<file path="config.mk">
export PLATFORM = sky130hd
export DESIGN_NAME = poseidon_word_packer
export DESIGN_NICKNAME = d
export VERILOG_FILES = /design/src/rtl/poseidon_pkg.sv /design/src/rtl/poseidon_modulus_check.sv /design/src/rtl/poseidon_word_packer.sv
export SDC_FILE = /design/constraint.sdc
export NUM_CORES = 1
export LEC_CHECK = 0
export CAP_MARGIN = 15
export CORE_MARGIN = 4
export CORE_UTILIZATION = 55
export CTS_BUF_LIST = sky130_fd_sc_hd__clkbuf_8
export CTS_CLUSTER_DIAMETER = 40
export DETAILED_ROUTE_END_ITERATION = 6
export PLACE_DENSITY = 0.82
export SKIP_CTS_REPAIR_TIMING = 1
export SLEW_MARGIN = 20
export SYNTH_ARGS = -nofsm -noshare
export SYNTH_HDL_FRONTEND = slang
export SYNTH_HIERARCHICAL = 1
export SYNTH_SLANG_ARGS = --single-unit
</file>
<file path="constraint.sdc">
create_clock -name clk -period 2.4 [get_ports clk]
set_clock_uncertainty 0.05 [all_clocks]
set_input_delay 0.48 -clock clk [delete_from_list [all_inputs] [get_ports clk]]
set_output_delay 0.48 -clock clk [all_outputs]
set_load 0.02 [all_outputs]
</file>
<file path="src/rtl/poseidon_pkg.sv">
// poseidon_pkg
// Shared constants and types for the Poseidon host-side word packer.
//   HOST_W           : host word width (64)
//   ELEM_W           : packed field-element width (256)
//   WORDS            : host words per element (4)
//   POSEIDON_MODULUS : BLS12-381 scalar field modulus (255 bits)
//   elem_t / word_t  : element and host word types
//   packer_state_t   : COLLECT (no beat pending) / OFFER (beat pending)
package poseidon_pkg;

    localparam int HOST_W = 64;
    localparam int ELEM_W = 256;
    localparam int WORDS  = 4;

    localparam logic [254:0] POSEIDON_MODULUS =
        255'h73eda753299d7d483339d80809a1d80553bda402fffe5bfeffffffff00000001;

    typedef logic [ELEM_W-1:0] elem_t;
    typedef logic [HOST_W-1:0] word_t;

    typedef enum logic {
        COLLECT = 1'b0,
        OFFER   = 1'b1
    } packer_state_t;

endpackage

</file>
<file path="src/rtl/poseidon_modulus_check.sv">
// poseidon_modulus_check
// Combinational range check of a packed field element against the
// BLS12-381 scalar field modulus.
//   i_elem : 256-bit element (little-endian packed host words)
//   o_ge   : 1 when i_elem >= POSEIDON_MODULUS (element out of field)
module poseidon_modulus_check
    import poseidon_pkg::*;
(
    input  elem_t i_elem,
    output logic  o_ge
);

    // The modulus is 255 bits; widen with a zero MSB so any element with
    // bit 255 set is correctly flagged as out of field.
    assign o_ge = (i_elem >= {1'b0, POSEIDON_MODULUS});

endmodule

</file>
<file path="src/rtl/poseidon_word_packer.sv">
// poseidon_word_packer
// Packs four consecutive 64-bit host words (little-endian, word 0 in the
// LSBs) into one 256-bit field-element beat for the Poseidon core input.
// Message boundaries are carried through 'last'; a short trailing element
// is zero-padded in its upper slots.
//
// Optional feature: define POSEIDON_FIELD_CHECK_EN to build a sticky
// out-of-field flag (io_error) that sets when a completing element is
// >= the BLS12-381 scalar modulus. The element is forwarded regardless.
//
// Ports:
//   clk               : clock, rising edge
//   reset             : asynchronous reset, active low
//   io_host_valid     : host word valid
//   io_host_ready     : packer can take a host word
//   io_host_last      : last host word of the message
//   io_host_payload   : host word
//   io_output_valid   : element beat valid (to core io_input_valid)
//   io_output_ready   : core accepts the beat
//   io_output_last    : last element of the message
//   io_output_payload : packed element, slot k at [64k+63:64k]
//   io_error          : sticky out-of-field flag (macro builds only)
module poseidon_word_packer #(
    parameter int HOST_W = 64,
    parameter int ELEM_W = 256,
    parameter int WORDS  = 4
) (
    input  logic              clk,
    input  logic              reset,
    input  logic              io_host_valid,
    output logic              io_host_ready,
    input  logic              io_host_last,
    input  logic [HOST_W-1:0] io_host_payload,
    output logic              io_output_valid,
    input  logic              io_output_ready,
    output logic              io_output_last,
    output logic [ELEM_W-1:0] io_output_payload
`ifdef POSEIDON_FIELD_CHECK_EN
    ,
    output logic              io_error
`endif
);

    import poseidon_pkg::*;

    packer_state_t     r_state;
    packer_state_t     w_state_next;
    logic [1:0]        r_cnt;
    logic [HOST_W-1:0] r_acc [0:WORDS-2];
    logic              r_last;
    logic [ELEM_W-1:0] r_payload;

    logic              w_host_xfer;
    logic              w_out_xfer;
    logic              w_complete;
    logic [ELEM_W-1:0] w_elem;

    assign io_output_valid   = (r_state == OFFER);
    assign io_output_last    = r_last;
    assign io_output_payload = r_payload;

    // Ready only looks at the output side, so a held beat blocks the host.
    assign io_host_ready = !io_output_valid || io_output_ready;
    assign w_host_xfer   = io_host_valid && io_host_ready;
    assign w_out_xfer    = io_output_valid && io_output_ready;
    assign w_complete    = w_host_xfer && ((r_cnt == 2'(WORDS-1)) || io_host_last);

    // Element assembly: slots below cnt come from the accumulator, slot cnt
    // from the word on the bus, slots above cnt are zero padding.
    generate
        for (genvar gi = 0; gi < WORDS; gi++) begin : g_slot
            if (gi < WORDS-1) begin : g_acc_slot
                assign w_elem[gi*HOST_W +: HOST_W] =
                    (r_cnt == 2'(gi)) ? io_host_payload :
                    (r_cnt >  2'(gi)) ? r_acc[gi]       : '0;

                always_ff @(posedge clk or negedge reset) begin
                    if (!reset) begin
                        r_acc[gi] <= '0;
                    end else if (w_complete) begin
                        r_acc[gi] <= '0;
                    end else if (w_host_xfer && (r_cnt == 2'(gi))) begin
                        r_acc[gi] <= io_host_payload;
                    end
                end
            end else begin : g_top_slot
                assign w_elem[gi*HOST_W +: HOST_W] =
                    (r_cnt == 2'(gi)) ? io_host_payload : '0;
            end
        end
    endgenerate

    // Word index counter.
    always_ff @(posedge clk or negedge reset) begin
        if (!reset) begin
            r_cnt <= 2'd0;
        end else if (w_complete) begin
            r_cnt <= 2'd0;
        end else if (w_host_xfer) begin
            r_cnt <= r_cnt + 2'd1;
        end
    end

    // State register.
    always_ff @(posedge clk or negedge reset) begin
        if (!reset) begin
            r_state <= COLLECT;
        end else begin
            r_state <= w_state_next;
        end
    end

    // Next state. A completing word always lands in OFFER, which also covers
    // the back-to-back case where the pending beat leaves on the same edge.
    always_comb begin
        w_state_next = r_state;
        case (r_state)
            COLLECT: if (w_complete) w_state_next = OFFER;
            OFFER:   if (w_out_xfer && !w_complete) w_state_next = COLLECT;
            default: w_state_next = COLLECT;
        endcase
    end

    // Output beat register; only reloaded by a completing word, so it is
    // naturally held while the core stalls.
    always_ff @(posedge clk or negedge reset) begin
        if (!reset) begin
            r_last    <= 1'b0;
            r_payload <= '0;
        end else if (w_complete) begin
            r_last    <= io_host_last;
            r_payload <= w_elem;
        end
    end

`ifdef POSEIDON_FIELD_CHECK_EN
    logic w_ge;
    logic r_error;

    poseidon_modulus_check u_modulus_check (
        .i_elem (w_elem),
        .o_ge   (w_ge)
    );

    always_ff @(posedge clk or negedge reset) begin
        if (!reset) begin
            r_error <= 1'b0;
        end else if (w_complete && w_ge) begin
            r_error <= 1'b1;
        end
    end

    assign io_error = r_error;
`endif

endmodule

</file>
==> flow_summary.ini, run 1 <==
[outcome]
status = complete, no violations

[sta]
drv_slew = 0
worst-slew-pin-transition_ns = 1.163
timing.fmax_ghz = 0.4285
period_needed_ns = 2.333
tns_ns = 0
hold_slack_ns = 0.3942
setup_viol = 0
finalCritPeriodShare_pct = 97.23
hold_viol_final = 0
slew_headroom_pct = 22.11

[routing]
via_count = 13080
ant_nets = 0
wl_per_cell_um = 25.31
routed_via_density = 6.231
wirelength_um = 53120
drc = 0
firstDrtPassIters = 5
drtIter0Drc = 1021

[synth]
yosysSeqAreaShare_pct = 59.26
synth.area.top_cells = dfrtp_1 (59%), a22o_1 (18%), mux2_4 (13%), mux2_2 (5.4%), buf_2 (1.3%)
synth_top_area_share_pct = 59.26
syn-num-nets = 1308
syn_inst = 1235
avgSynthCellArea_um2 = 15.45
synth_area_um2 = 19090
yosysUniqueCellTypes = 26
async_reset_ff_share_pct = 100.0
ys.warnings.count = 6
synth_edf_count = 0
synth_top_area_cell = dfrtp_1
synth-seq-cells = 452
synthFlopType = dfrtp_1

[grt]
grt_max_degree = 79
grt_overflow = 0
grt_pass1_vias = 13840
antenna_found_initial = 0
grt_pass1_wl_um = 82500
track_usage_pct = 27.16

[placed_design]
place.gp.congestion = 0.7797
place_area_um2 = 23280
dpl.cell_count = 1967
port_buffers = 327
hpwl_um = 32890

[setup_path]
crit_top_cell = buf_12
cp_cell_sequence = inv_1, ha_4, buf_12, nor4b_2, buf_4, buf_12, a22o_1
cp.arrival_ns = 2.79
required_ns = 2.85
critical_path.endpoint_type = flop
critPathSlowestCell = dfrtp_1
worstPathMaxFanout = 67
start_kind = flop
critical_path_class = reg2reg
slowest_delay_ns = 0.45

[die]
start_util_pct = 56.35
pin_count = 328
die_x_um = 194.3
die_h_um = 194.3
core_area_um2 = 33870
die-area_um2 = 37750
rows = 67

[power_and_ir_drop]
p_total_mw = 30.87
p_leak_nw = 11.95
irDropWorstVdd_uv = 746.1
p_per_area_nw_per_um2 = 1238

[cells_and_area]
drive_gt1_share_pct = 27.56
n_antenna_cell = 0
layout_commonest_cell = dfrtp_1
area_delta_synth_final_pct = 30.63
layout.cells.non_filler = 2099
fin_nets = 1671
fin_area_um2 = 24930
final_cell_mix = dfrtp_1 (452), a22o_1 (383), clkdlybuf4s50_1 (325)

[clock_tree]
cts_root_buffer = clkbuf_8
cts_max_level = 3
cts_buffers = 74
clock_path_buffers = 3
cts_sinks = 452
cts_tree = yes
clk_pin_slew_ns = 0.06
worstSkewPairLatency_ns = 0.58

[hold_path]
worstHoldPathType = in2async

[run]
drv_cap = 0
metal layers:
metal | GRT usage, % | vias up | routed length [um] | part of all wire, %
li1 | - | 5484 | - | -
met1 | 37.95 | 6883 | 22340 | 42
met2 | 42.41 | 600 | 25090 | 47
met3 | 6.794 | 112 | 4250 | 8.0
met4 | 8.698 | 0 | 1442 | 2.7
met5 | 0 | - | 0 | 0
final timing paths:
check                      startpoint                      to  slack, ns  depth (start not counted)
hold / removal                  reset  io_output_payload[241]       0.39                          2
setup reg to reg             r_cnt[0]               r_acc[34]       0.07                          7
hold reg to reg            r_acc[154]              r_acc[154]       0.45                          1
min in group clk           r_acc[154]              r_acc[154]       0.45                          1
max in group asynchronous       reset   io_output_payload[97]       1.05                          3
setup / recovery             r_cnt[0]               r_acc[34]       0.07                          7
worst max-delay path: cells and delay by family, from the launching register on:
kind / cells / cell delay [ns]
buf+inv: 4 / 0.92
fa+ha+maj: 1 / 0.21
flops: 1 / 0.45
simple gates: 1 / 0.44
compound gates: 1 / 0.18
metrics by stage:
| step | setup slack [ns] | utilization [%] |
|---|---|---|
| after floorplan | 0.4231 | - |
| after global placement | 0.06463 | 68.73 |
| after detailed placement | 0.05952 | 68.73 |
| after CTS | -0.01534 | 73.50 |
| after global routing | -0.002010 | 73.61 |
| final | 0.06654 | 73.61 |
cell families after synthesis:
logic type                 share of synthesized area (%)
AOI/OAI and AO/OA                                  17.92
adders and majority gates                         0.2622
muxes                                              18.46
buffers and inverters                              3.494
and+or+nand+nor                                   0.6032
DFF                                                59.26
cell usage after synthesis, drive strengths merged, types with 2 or more instances:
cell type and number:
a22o 383, buf 79, nor4b 3, dfrtp 452, nor2 2, nand3 2
o211ai 3, clkbuf 32, o21ai 2, ha 4, nor2b 3, mux2 257
inv 4, nand2 5
flip-flops by register name, indices dropped and copies added, names as in the netlist:
name and flops:
io_output_payload 256, io_output_last 1, r_acc 192, io_output_valid 1, r_cnt 2
layout make-up:
type / count / area, um^2
Clock buffer: 96 / 1321
Clock inverter: 33 / 295.3
Fill cell: 2105 / 8936
Inverter: 4 / 15.01
Multi-Input combinational cell: 670 / 7207
Sequential cell: 452 / 11310
Tap cell: 448 / 560.5
Timing Repair Buffer: 396 / 4222
report_power, final:
| part | leakage, nW | total [mW] | switching [mW] | internal (mW) |
|---|---|---|---|---|
| registers | 6.07 | 11.5 | 1.62 | 9.91 |
| clock network | 0.887 | 7.22 | 3.08 | 4.14 |
| logic | 5.00 | 12.1 | 5.66 | 6.47 |
| total | 12.0 | 30.9 | 10.4 | 20.5 |
(Power assumes the default switching activity.)
==> run 2, diff against run 1 <==
==> constraint.sdc (replaced) <==
create_clock -name clk -period 2.4 [get_ports clk]
set_clock_uncertainty 0.05 [all_clocks]
set_input_delay 0.36 -clock clk [delete_from_list [all_inputs] [get_ports clk]]
set_output_delay 0.36 -clock clk [all_outputs]
set_load 0.02 [all_outputs]
==> run 2 against run 1 <==
  * Clock-buffer cell count grew 2
  * Sequential cell count is the same
  * Fmax grew 1.8%
  * Worst hold slack lost 0.14 ns
  * Cell area shrank 0.56%
  * Global-route usage grew 0.13 points
==> flow_summary.ini, run 2 (synthesis gave the netlist of run 1 again) <==
[outcome]
status = complete, no violations

[cells_and_area]
n_antenna_cell = 0
fin_nets = 1662
layout.cells.non_filler = 2086
fin_util_pct = 73.20
area_delta_synth_final_pct = 29.90
layout_commonest_cell = dfrtp_1
largest_reg_flops = 256
drive_gt1_share_pct = 26.92
final_cell_mix = dfrtp_1 (452), a22o_1 (383), clkdlybuf4s50_1 (325)
fin_area_um2 = 24790
fill_cells = 2118

[placed_design]
place.gp.congestion = 0.8055
place_area_um2 = 23180
dpl.cell_count = 1959
hpwl_um = 32930
port_buffers = 327

[clock_tree]
cts_sinks = 452
worstSkewPairLatency_ns = 0.61
cts_tree = yes
cts_buffers = 74
clk_pin_slew_ns = 0.06
clock_path_buffers = 3
cts_max_level = 3
cts_root_buffer = clkbuf_8

[power_and_ir_drop]
p_total_mw = 30.62
p_leak_nw = 11.89
p_per_area_nw_per_um2 = 1235
irDropWorstVdd_uv = 679.5

[die]
die_h_um = 194.3
rows = 67
core_area_um2 = 33870
pin_count = 328
start_util_pct = 56.35
die-area_um2 = 37750
die_x_um = 194.3

[grt]
grt_pass1_wl_um = 82230
grt_pass1_vias = 13930
antenna_found_initial = 0
track_usage_pct = 27.29
grt_overflow = 0
grt_max_degree = 82

[sta]
period_needed_ns = 2.291
drv_slew = 0
timing.fmax_ghz = 0.4364
slew_headroom_pct = 48.42
setup_viol = 0
worst-slew-pin-transition_ns = 0.7721
hold_viol_final = 0
grt_setup_unrepaired = no
finalCritPeriodShare_pct = 95.47
tns_ns = 0

[routing]
drc = 0
firstDrtPassIters = 6
routed_via_density = 6.219
ant_nets = 0
via_count = 12970
wirelength_um = 52380
wl_per_cell_um = 25.11
drtIter0Drc = 931

[setup_path]
critical_path.endpoint_type = flop
required_ns = 2.82
worstPathMaxFanout = 20
critical_path_class = reg2reg
start_kind = flop
cp.arrival_ns = 2.71

[hold_path]
worstHoldPathType = in2async

[run]
drv_cap = 0
==> run 2: changes by cell type in the layout (fill, tap and decap cells not counted), moves of 2 or more <==
| cell | change |
|---|---|
| buf_4 | -3 |
| clkbuf_8 | +2 |
| nor2b_2 | -2 |
| inv_6 | -2 |
| clkinvlp_4 | -2 |
| buf_12 | -3 |
| buf_6 | -2 |
==> run 2: routing by layer <==
metal  vias to the layer above  global-route usage (%)  wire (um)
met5                         -                       0          0
met4                         0                   8.698       1287
met3                        99                   7.263       4293
met2                       656                   43.09      24610
met1                      6752                   37.43      22190
li1                       5466                       -          -
==> run 2: worst paths after layout <==
check | from | end | slack (ns) | cells after the start
worst min register to register | r_acc[174] | r_acc[174] | 0.45 | 1
worst max register to register | r_cnt[0] | io_output_payload[152] | 0.11 | 7
min in group clk | io_host_last | io_output_last | 0.43 | 3
worst max-delay path | r_cnt[0] | io_output_payload[152] | 0.11 | 7
max in group asynchronous | reset | io_output_payload[22] | 1.16 | 3
worst min-delay path | reset | io_output_payload[242] | 0.25 | 2
==> run 2: cell type report <==
| class | count | area (um^2) | share of cell area [%] |
|---|---|---|---|
| repair buffers | 389 | 4144 | 16.71 |
| well taps | 448 | 560.5 | 2.261 |
| clock buffers | 98 | 1349 | 5.440 |
| multi-input cells | 668 | 7198 | 29.03 |
| clock inverters | 27 | 215.2 | 0.8680 |
| inverters | 4 | 15.01 | 0.06056 |
| flip-flops and latches | 452 | 11310 | 45.62 |
==> run 2: power by group <==
group	internal (mW)	total (mW)	switching, mW
combinational	6.44	12.1	5.62
clock	4.05	7.07	3.02
sequential	9.91	11.5	1.58
total	20.4	30.6	10.2
==> run 2: metrics by stage <==
step,worst slack (ns),hold slack [ns]
3_3_place_gp,0.1068,0.3058
5_1_grt,0.06508,0.2873
3_5_place_dp,0.04915,0.3088
4_1_cts,-0.01522,-0.3448
6_report,0.1086,0.2541
2_1_floorplan,0.4231,0.01441
==> run 2: worst max-delay path, cell delays in order, from the launching register on <==
cell and delay (ns):
dfrtp_1 0.45, ha_1 0.25, buf_4 0.18, or2_1 0.29, nand3_4 0.18, buf_12 0.21, buf_12 0.22, mux2_4 0.31
==> run 3, diff against run 2 <==
Settings changed: CORE_UTILIZATION 55 to 50, PLACE_DENSITY 0.82 to 0.76.
==> run 3 against run 2 <==
  * Highest routed layer unchanged
  * Sequential share of layout area down 0.57 points
  * Clock-buffer cell count up 7
  * Combinational power about the same
  * Die area up 9.6%
  * Global-route usage down 2.0 points
  * Clock power up 9.8%
  * Largest power group unchanged
  * First-iteration DRC count down 2.5%
  * Worst hold slack worse by 0.039 ns
  * Fmax down 2.4%
  * Critical path depth unchanged
  * Non-clock buffer count up 7
==> flow_summary.ini, run 3 (synthesis gave the netlist of run 1 again) <==
[clock_tree]
worstSkewPairLatency_ns = 0.62
cts_buffers = 78
cts_tree = yes
clk_pin_slew_ns = 0.06
cts_root_buffer = clkbuf_8
clock_path_buffers = 3
cts_max_level = 3
cts_sinks = 452

[routing]
drc = 0
firstDrtPassIters = 5
ant_nets = 0
drtIter0Drc = 908
wirelength_um = 53040
wl_per_cell_um = 24.36
routed_via_density = 5.912
via_count = 12870

[placed_design]
port_buffers = 327
hpwl_um = 33270
place.gp.congestion = 0.8057

[setup_path]
critical_path.endpoint_type = flop
rr_worst_depth = 7
endpoint = io_output_payload[97]
r2r-start = r_cnt[1]
worstSetupStartpoint = r_cnt[1]
critPathSlowestCell = dfrtp_1
r2r_slack_ns = 0.05
required_ns = 2.85
slowest_delay_ns = 0.44
worst_r2r_endpoint = io_output_payload[97]
worstPathMaxFanout = 36
cp.arrival_ns = 2.80
cp_cell_sequence = ha_1, buf_4, or2_1, nand3_4, buf_16, buf_12, mux2_4
critical_path_class = reg2reg
start_kind = flop

[die]
start_util_pct = 50.67
die_h_um = 203.4
core_area_um2 = 37670
die-area_um2 = 41360
die_x_um = 203.4
pin_count = 328
rows = 71

[cells_and_area]
fin_nets = 1674
layout_commonest_cell = dfrtp_1
area_delta_synth_final_pct = 31.54
drive_gt1_share_pct = 28.33
final_cell_mix = dfrtp_1 (452), a22o_1 (383), clkdlybuf4s50_1 (325)
n_antenna_cell = 0
largest_reg_flops = 256

[outcome]
status = complete, no violations

[grt]
grt_overflow = 0
grt_pass1_vias = 13730
antenna_found_initial = 0
grt_max_degree = 82
track_usage_pct = 25.25
grt_pass1_wl_um = 82950

[sta]
finalCritPeriodShare_pct = 97.87
drv_slew = 0
setup_viol = 0
period_needed_ns = 2.349
timing.fmax_ghz = 0.4257
grt_setup_unrepaired = yes
slew_headroom_pct = 24.77
worst-slew-pin-transition_ns = 1.123
hold_slack_ns = 0.2148
hold_viol_final = 0

[run]
drv_cap = 0

[hold_path]
worstHoldPathType = in2async

[power_and_ir_drop]
p_per_area_nw_per_um2 = 1247
p_leak_nw = 12.02
irDropWorstVdd_uv = 756.5
p_total_mw = 31.32
-- run 3: changes by cell type in the layout (fill, tap and decap cells not counted), moves of 2 or more --
| cell | before | now |
|---|---|---|
| buf_4 | 30 | 39 |
| clkinv_2 | 4 | 12 |
| clkbuf_8 | 98 | 105 |
| clkinvlp_4 | 1 | 6 |
| buf_12 | 30 | 27 |
| inv_1 | 21 | 18 |
| clkinv_4 | 0 | 2 |
-- run 3: worst min path at each step --
stage	startpoint	to	slack [ns]	depth (start not counted)
after global routing	reset	io_output_payload[53]	0.24	2
final	reset	io_output_payload[53]	0.21	2
after global placement	reset	io_output_payload[53]	0.28	1
after detailed placement	reset	io_output_payload[53]	0.28	1
after CTS	reset	io_output_payload[46]	-0.41	1
after floorplan	reset	io_output_last	0.01	0
-- run 3: worst max-delay path, delay by kind of cell (launching register included) --
kind | cells | cell delay, ns
DFF | 1 | 0.44
adders and majority gates | 1 | 0.27
and+or+nand+nor | 2 | 0.46
muxes | 1 | 0.30
buffers and inverters | 3 | 0.64
-- run 3: final cells by class --
| type | count | area, um^2 |
|---|---|---|
| Fill cell | 2707 | 12560 |
| Sequential cell | 452 | 11310 |
| Multi-Input combinational cell | 669 | 7203 |
| Timing Repair Buffer | 396 | 4163 |
| Clock buffer | 105 | 1445 |
| Tap cell | 511 | 639.4 |
| Clock inverter | 40 | 329.1 |
| Inverter | 4 | 15.01 |
-- run 3: routing by layer --
layer  share of wire, %  GRT usage (%)
met4                1.9          7.516
met1                 44          35.78
met5                  0              0
met3                7.9          6.949
met2                 46          38.61
-- run 3: power by group --
part	leakage, nW	switching (mW)	internal, mW	total (mW)
sequential	6.07	1.55	9.90	11.5
clock	0.962	3.29	4.47	7.76
combinational	4.99	5.67	6.44	12.1
-- run 3: metrics by stage --
stage	cell area [um^2]	TNS [ns]	utilization, %	cells	setup slack [ns]
final	25110	0	66.65	2177	0.05110
after global routing	25110	-2.734	66.65	2177	-0.07957
after CTS	25070	-0.07142	66.55	2175	-0.07142
after detailed placement	23290	0	61.84	2030	0.06354
after global placement	23290	0	61.84	2030	0.04539
after floorplan	19090	0	-	1235	0.4231
